### src/rtl/if_stage_unit.sv
// Instruction-fetch stage with IF/ID pipeline register, single-entry skid buffer for freezes,
// branch redirect/flush and saturating stall/flush performance counters.
module if_stage_unit #(
    parameter int unsigned ADDR_W = 32,
    parameter int unsigned INSTR_W = 32,
    parameter logic [ADDR_W-1:0] RESET_PC = '0,
    parameter int unsigned CNT_W = 16
) (
    input  logic               clk,
    input  logic               rst,
    input  logic               hazard_detected,
    input  logic               branch_taken,
    input  logic [ADDR_W-1:0]  branch_target,
    output logic               imem_req,
    output logic [ADDR_W-1:0]  imem_addr,
    input  logic               imem_ready,
    input  logic [INSTR_W-1:0] imem_rdata,
    output logic [INSTR_W-1:0] if_id_instr,
    output logic [ADDR_W-1:0]  if_id_pc_plus4,
    output logic               if_id_valid,
    output logic [CNT_W-1:0]   stall_cnt,
    output logic [CNT_W-1:0]   flush_cnt
);

    typedef enum logic [0:0] {StFetch, StHeld} state_e;

    state_e             state_q;
    logic [ADDR_W-1:0]  pc_q;
    logic [INSTR_W-1:0] skid_q;
    logic [INSTR_W-1:0] if_id_instr_q;
    logic [ADDR_W-1:0]  if_id_pc_plus4_q;
    logic               if_id_valid_q;
    logic [CNT_W-1:0]   stall_cnt_q;
    logic [CNT_W-1:0]   flush_cnt_q;

    logic              freeze;
    logic              redirect;
    logic              xfer;
    logic [ADDR_W-1:0] pc_plus4;

    // Branch operands are not ready while a hazard is flagged, so the branch is ignored.
    assign freeze   = hazard_detected;
    assign redirect = branch_taken & ~hazard_detected;
    assign imem_req = (state_q == StFetch);
    assign imem_addr = pc_q;
    assign xfer     = imem_req & imem_ready;
    assign pc_plus4 = pc_q + ADDR_W'(4);

    always_ff @(posedge clk or posedge rst) begin
        if (rst) begin
            state_q          <= StFetch;
            pc_q             <= RESET_PC;
            skid_q           <= '0;
            if_id_instr_q    <= '0;
            if_id_pc_plus4_q <= '0;
            if_id_valid_q    <= 1'b0;
            stall_cnt_q      <= '0;
            flush_cnt_q      <= '0;
        end else begin
            if (freeze && (stall_cnt_q != {CNT_W{1'b1}})) begin
                stall_cnt_q <= stall_cnt_q + CNT_W'(1);
            end

            if (redirect) begin
                // Wrong-path instruction and any skid contents are dropped.
                pc_q          <= {branch_target[ADDR_W-1:2], 2'b00};
                if_id_instr_q <= '0;
                if_id_valid_q <= 1'b0;
                skid_q        <= '0;
                state_q       <= StFetch;
                if (flush_cnt_q != {CNT_W{1'b1}}) begin
                    flush_cnt_q <= flush_cnt_q + CNT_W'(1);
                end
            end else begin
                unique case (state_q)
                    StFetch: begin
                        if (xfer && !freeze) begin
                            if_id_instr_q    <= imem_rdata;
                            if_id_pc_plus4_q <= pc_plus4;
                            if_id_valid_q    <= 1'b1;
                            pc_q             <= pc_plus4;
                        end else if (xfer && freeze) begin
                            skid_q  <= imem_rdata;
                            state_q <= StHeld;
                        end else if (!freeze) begin
                            if_id_instr_q <= '0;
                            if_id_valid_q <= 1'b0;
                        end
                    end
                    StHeld: begin
                        if (!freeze) begin
                            if_id_instr_q    <= skid_q;
                            if_id_pc_plus4_q <= pc_plus4;
                            if_id_valid_q    <= 1'b1;
                            pc_q             <= pc_plus4;
                            state_q          <= StFetch;
                        end
                    end
                    default: state_q <= StFetch;
                endcase
            end
        end
    end

    assign if_id_instr    = if_id_instr_q;
    assign if_id_pc_plus4 = if_id_pc_plus4_q;
    assign if_id_valid    = if_id_valid_q;
    assign stall_cnt      = stall_cnt_q;
    assign flush_cnt      = flush_cnt_q;

endmodule

### config.mk
export PLATFORM = sky130hd
export DESIGN_NAME = if_stage_unit
export DESIGN_NICKNAME = d
export VERILOG_FILES = /design/src/rtl/if_stage_unit.sv
export SDC_FILE = /design/constraint.sdc
export NUM_CORES = 1
export LEC_CHECK = 0
export ABC_AREA = 1
export ABC_CLOCK_PERIOD_IN_PS = 6600
export CAP_MARGIN = 20
export CORE_MARGIN = 2
export CORE_UTILIZATION = 35
export DETAILED_ROUTE_END_ITERATION = 6
export DONT_BUFFER_PORTS = 1
export HOLD_SLACK_MARGIN = 0.08
export SYNTH_ARGS = -nofsm -noshare
export SYNTH_HDL_FRONTEND = slang
export SYNTH_SLANG_ARGS = --single-unit
export TNS_END_PERCENT = 30
### constraint.sdc
create_clock -name clk -period 6.6 [get_ports clk]
set_input_delay 0.66 -clock clk [delete_from_list [all_inputs] [get_ports clk]]
set_output_delay 0.66 -clock clk [all_outputs]
set_load 0.02 [all_outputs]
== Word-level counts from Yosys, hierarchy flattened ==
Index checks and enable logic that the tools add are counted.

* Flip-flop bits (word level): 162
* Bits in latches: 0
* Memory bits (writable): 0
* Bits in read-only memories: 0
* Input bits: 69
* Output and inout port bits: 130
* Word-level logic and storage cells: 61
* Memories kept: 0

* $add $sub $neg: 3
* $mul: 0
* Divide/modulo/power cells: 0
* Order comparisons: 0
* Equality and inequality tests: 10
* Shift-type cells: 0
* Muxes and demuxes: 25
* Bitwise gates (word level): 5
* Reduce and logical (&&, ||, !) cells: 10

{| class="wikitable"
|+ Operators with widths
! operator !! number
|-
| $mux W32 || 12
|-
| $pmux W32 S2 || 2
|-
| $add A16 B1 Y16 const B || 2
|-
| $add A32 B3 Y32 const B || 1
|-
| $ne A16 B16 Y1 const B || 2
|-
| $mux W1 || 9
|-
| $reduce_and A3 Y1 || 3
|-
| $ne A2 B1 Y1 const B || 2
|-
| $ne A2 B2 Y1 const B || 2
|-
| $ne A4 B2 Y1 const B || 1
|-
| $ne A4 B4 Y1 const B || 1
|-
| $pmux W1 S2 || 2
|-
| $reduce_and A2 Y1 || 2
|-
| $logic_and A1 B1 Y1 || 3
|-
| $ne A3 B1 Y1 const B || 1
|-
| $ne A3 B2 Y1 const B || 1
|-
| $not A1 Y1 || 3
|-
| $and A1 B1 Y1 || 2
|-
| $reduce_bool A2 Y1 || 1
|-
| $logic_not A1 Y1 || 1
|}

== Logic depth before layout (Yosys ltp) ==
* Depth after elaboration: 7
* Mapped depth: 10
* Depth with buffers taken out: 10

== Worst setup path after synthesis ==
Ideal clock, no wire load.

* Path kind: register to register
* Start: register stall_cnt_q[0] (netlist: stall_cnt[0])
* End: register stall_cnt_q[2] (netlist: stall_cnt[2])
* Library setup time: 127 ps
* Data arrival time: 1466 ps
* Required time: 6473 ps
* Path slack: 5007 ps
* Cell stages (with the launch flop): 8
* Path buffers: 1
* Clock period less this slack: 1593 ps
* Cells stage by stage: dfrtp_1 > ha_1 > nand3_2 > nor2_1 > nand3_1 > nand2_2 > buf_4 > o21ai_0

* Longest elaborated chain between the ends: 2
* Elaborated cells on any way between the ends: 3
* Classes of those cells: add/sub: 1; eq/ne: 1; reduce/logical: 1

{| class="wikitable"
|+ Ends and longest elaborated chain
! what !! RTL line !! source
|-
| start: declaration || 33 || <nowiki>logic [CNT_W-1:0] stall_cnt_q;</nowiki>
|-
| start signal: assignment || 61 || <nowiki>stall_cnt_q <= stall_cnt_q + CNT_W'(1);</nowiki>
|-
| parallel branches: the longest is 2 deep, another holds $add A16 B1 Y16 || n/a ||
|}

Parallel ways; which one is timed is not known.
A chain may end at the register's enable or synchronous reset.

== Worst setup path in the final report ==
* Start: register state_q
* End: register pc_q[5] (netlist: imem_addr[5])

* Longest elaborated chain between the ends: 5
* Elaborated cells on any way between the ends: 8
* Classes of those cells: eq/ne: 2; mux: 2; bitwise: 2; reduce/logical: 2

{| class="wikitable"
|+ Ends and longest elaborated chain
! what !! RTL line !! source
|-
| start: declaration || 27 || <nowiki>state_e state_q;</nowiki>
|-
| start signal: assignment || 51 || <nowiki>state_q <= StFetch;</nowiki>
|-
| start signal: assignment || 70 || <nowiki>state_q <= StFetch;</nowiki>
|-
| start signal: assignment || 84 || <nowiki>state_q <= StHeld;</nowiki>
|-
| $not A1 Y1 || n/a ||
|-
| $and A1 B1 Y1 || 46 || <nowiki>assign xfer = imem_req & imem_ready;</nowiki>
|-
| $logic_and A1 B1 Y1 || 77 || <nowiki>if (xfer && !freeze) begin</nowiki>
|-
| $ne A3 B1 Y1 (no line) || n/a ||
|-
| $reduce_and A2 Y1 (no line) || n/a ||
|-
| end signal: assignment || 66 || <nowiki>pc_q <= {branch_target[ADDR_W-1:2], 2'b00};</nowiki>
|-
| end signal: assignment || 81 || <nowiki>pc_q <= pc_plus4;</nowiki>
|-
| end signal: assignment || 95 || <nowiki>pc_q <= pc_plus4;</nowiki>
|-
| end: declaration || 28 || <nowiki>logic [ADDR_W-1:0] pc_q;</nowiki>
|}

Parallel ways exist; a longest one is shown, timed or not.

==> results.md <==
- Fin crit period: about 2.5 ns
- Switching share of power: 0.3457
- Routed WL: 20.92 mm
- Cell with the most instances after synthesis: nand2_1
- ANT nets after route: 0
- Clock skew: 0.01364 ns
- WL/cell: approximately 16 um
- Combinational fraction of design power: 0.124
- Placed Area: 8224 um2
- Netlist Area Pre-Place: 8021 um2
- Critical path's slowest cell: nor2_4
- Post-Syn Instances: around 1.0k
- CTS Hold Bufs: 0
- Share of the synthesized area in the top cell type: 0.4929
- Via Count: 6432
- Die Ht: 155.4 um
- Synth area leaders: dfrtp_1 49%, nand2_1 18%, o21ai_0 5.2%, inv_1 5.0%, nand3_1 3.9%
- Largest stage delay, worst path: around 0.60 ns
- Core Region: ~23000 um2
- Fin crit share: 0.3769
- Sequential share of power: 0.521
- Clock latency on the worst-skew pair: approximately 0.42 ns
- Final setup violation count: 0
- Worst Tran Pin Value: 0.9181 ns
- Worst Hold Class: input pin to async pin
- Worst vdd ir: around 0.15 mV
- Setup Buffers After CTS: 0
- Crit Path Max Fanout: 34
- Iteration-0 DRC Markers: 330
- Area of the multi-input gates: 3436 um2
- Worst Setup Path Type: register to register
- Unrepaired setup endpoints after global routing: false
- Post-route design area: 8828 um2
- Synth cell types: 35
- Total track usage: 0.1769
- DRC errors left: 0
- Pint: about 1.8 mW
- Ports: 199
- CTS tree: built
- Register area share after synthesis: 0.4929
- Crit. End Element: register
- Average size of a mapped cell: slightly below 8 um2
- Fin. Hold Viols: 0
- Largest net degree at the start of global routing: 98
- Synth warnings: 0
- Antenna violations before repair: 0
- Critical Path RT: 6.94 ns
- Max-Cap Viols: 0
- Commonest cells post-synth: 391 x nand2_1, 158 x dfrtp_1, 107 x inv_1
- Resized cells post-CTS: 0
- Post-synth EDFFs: 0
- Storage cell area: around 4000 um2
- P_leak: between 4 and 5 nW
- Chip Width: 155.4 um
- First-pass GRT wire length: about 34 mm
- CP Cell Sequence: buf_4 > nor2_2 > nor2_4 > inv_2 > a21oi_1 > o21ai_0 > o211ai_1
- CTS buffer count: 17
- NetSw: 0.9380 mW
- CP startpoint kind: register
- RD Place Congestion: approximately 0.82
- Slew headroom: 0.3879
- Starting Density: 0.3554
- ANT cells: 0
- CTS clk-pin slew, worst paths: approximately 0.070 ns
- Max-slew violations: 0
- Status: finished clean
- Sum of negative setup slack: 0 ns
- Synth area leader: dfrtp_1
- Root buffer cell: clkbuf_16
- Vias in the first global route: approximately 6.1k
- Layout cells sized above 1: 0.06977
- Dpl hpwl: between 10 and 15 mm
- GRT overflow: 0
- Synth Flop Type: dfrtp_1
- Die ar.: approximately 24000 um2
- H-tree depth: 4
- Clock power share: 0.354
- TritonRoute pass-1 iters: 4
- Net count, final: ~1.1k
- Area Growth Syn to Fin: 10.06%
- Fmax: about 400 MHz
- Post-synth ARST share: 1.000
- Vias/cell: about 5
- Power per cell area: 307.3 nW/um2
- # rows: 55
- PortBufs: 0
- Clock Tree Buf Depth: 2
- CTS sink cnt: 158
- Filler Cells Inserted: about 2.3k
- CP arrival: ~2.8 ns
- Yosys reg bits: between 150 and 200
## placed cells by master (no fill, tap or decap), types with 3 or more instances in the layout
master,n
dfrtp_1,158
xor2_1,17
nor2_1,55
nand3_2,3
conb_1,4
ha_1,3
nor2_2,9
nand3_1,63
inv_1,106
nor3_1,4
clkbuf_16,17
nor2_4,7
inv_6,3
nand2_1,391
nand4_1,6
nand2_2,6
o21ai_0,84
buf_4,5
o21ai_1,10
clkinvlp_4,4
a22oi_1,32
xnor2_1,18
clkinv_4,3
## registers in the layout (all words and copies together), names as in the netlist
signal          cells
if_id_pc_plus4     30
if_id_instr        32
stall_cnt          16
imem_addr          30
flush_cnt          16
if_id_valid         1
skid_q             32
state_q             1
## worst paths after layout
kind / startpoint / endpoint / slack [ns] / cells after the start
setup / recovery: state_q$_DFF_PP0_ / imem_addr[5]$_DFFE_PP0P_ / 4.11 / 7
hold / removal: rst / flush_cnt[7]$_DFFE_PP0P_ / 0.26 / 1
setup reg to reg: state_q$_DFF_PP0_ / imem_addr[5]$_DFFE_PP0P_ / 4.11 / 7
hold reg to reg: skid_q[27]$_DFFE_PP0P_ / skid_q[27]$_DFFE_PP0P_ / 0.51 / 2
max in group asynchronous: rst / skid_q[25]$_DFFE_PP0P_ / 5.00 / 2
min in group clk: hazard_detected / if_id_instr[3]$_DFFE_PP0P_ / 0.36 / 2
## power groups by stage
| stage | registers (mW) | clock network (mW) | logic, mW |
|---|---|---|---|
| final | 1.41 | 0.961 | 0.337 |
| after global routing | 1.44 | 1.03 | 0.402 |
| after CTS | 1.42 | 0.992 | 0.341 |
| after detailed placement | 1.43 | 0 | 0.339 |
| after global placement | 1.43 | 0 | 0.328 |
| after floorplan | 1.38 | 0 | 0.288 |
## layer usage
metal,global-route usage,vias to the layer above,share of wire,wire length [um]
met4,0.05767,0,0.012,259
li1,-,3213,-,-
met3,0.06546,15,0.094,1959
met1,0.2352,3035,0.45,9404
met2,0.2674,169,0.44,9293
met5,0,-,0,0
## area by class of cell
class                   count  share of cell area
flip-flops and latches    158              0.4478
multi-input cells         725              0.3892
clock buffers              21             0.05215
inverters                 110             0.04762
well taps                 285             0.04039
clock inverters            11             0.01233
repair buffers              7             0.01049
## stage by stage
| stage | util | instances | worst slack [ns] | total power [mW] | hold slack (ns) |
|---|---|---|---|---|---|
| 4_1_cts | 0.3896 | 1315 | 3.982 | 2.749 | 0.3132 |
| 2_1_floorplan | - | 1035 | 1.677 | 1.665 | 0.4782 |
| 3_5_place_dp | 0.3644 | 1283 | 3.794 | 1.773 | 0.5000 |
| 3_3_place_gp | 0.3631 | 1282 | 3.384 | 1.759 | 0.4918 |
| 5_1_grt | 0.3911 | 1317 | 3.745 | 2.871 | 0.3244 |
| 6_report | 0.3911 | 1317 | 4.113 | 2.713 | 0.2593 |
## kinds of logic (layout without fill, tap and decap cells)
logic type	count (synthesis)	count (layout)	synth area share
flip-flops	158	158	0.4929
AO/OA/AOI/OAI	133	133	0.09453
AND/OR/NAND/NOR	550	550	0.2890
buffers and inverters	152	149	0.08018
adder cells (fa/ha/maj)	3	3	0.004680
other	1	4	0.0004675
XOR/XNOR	35	35	0.03822
## worst max-delay path: cells and delay by family, from the launching register on
kind                   cells  cell delay, ns
AO/OA/AOI/OAI              3            0.45
buffers and inverters      2            0.86
flip-flops                 1            0.32
AND/OR/NAND/NOR            2            0.74
Note: power is estimated with default switching activity, not from simulation.
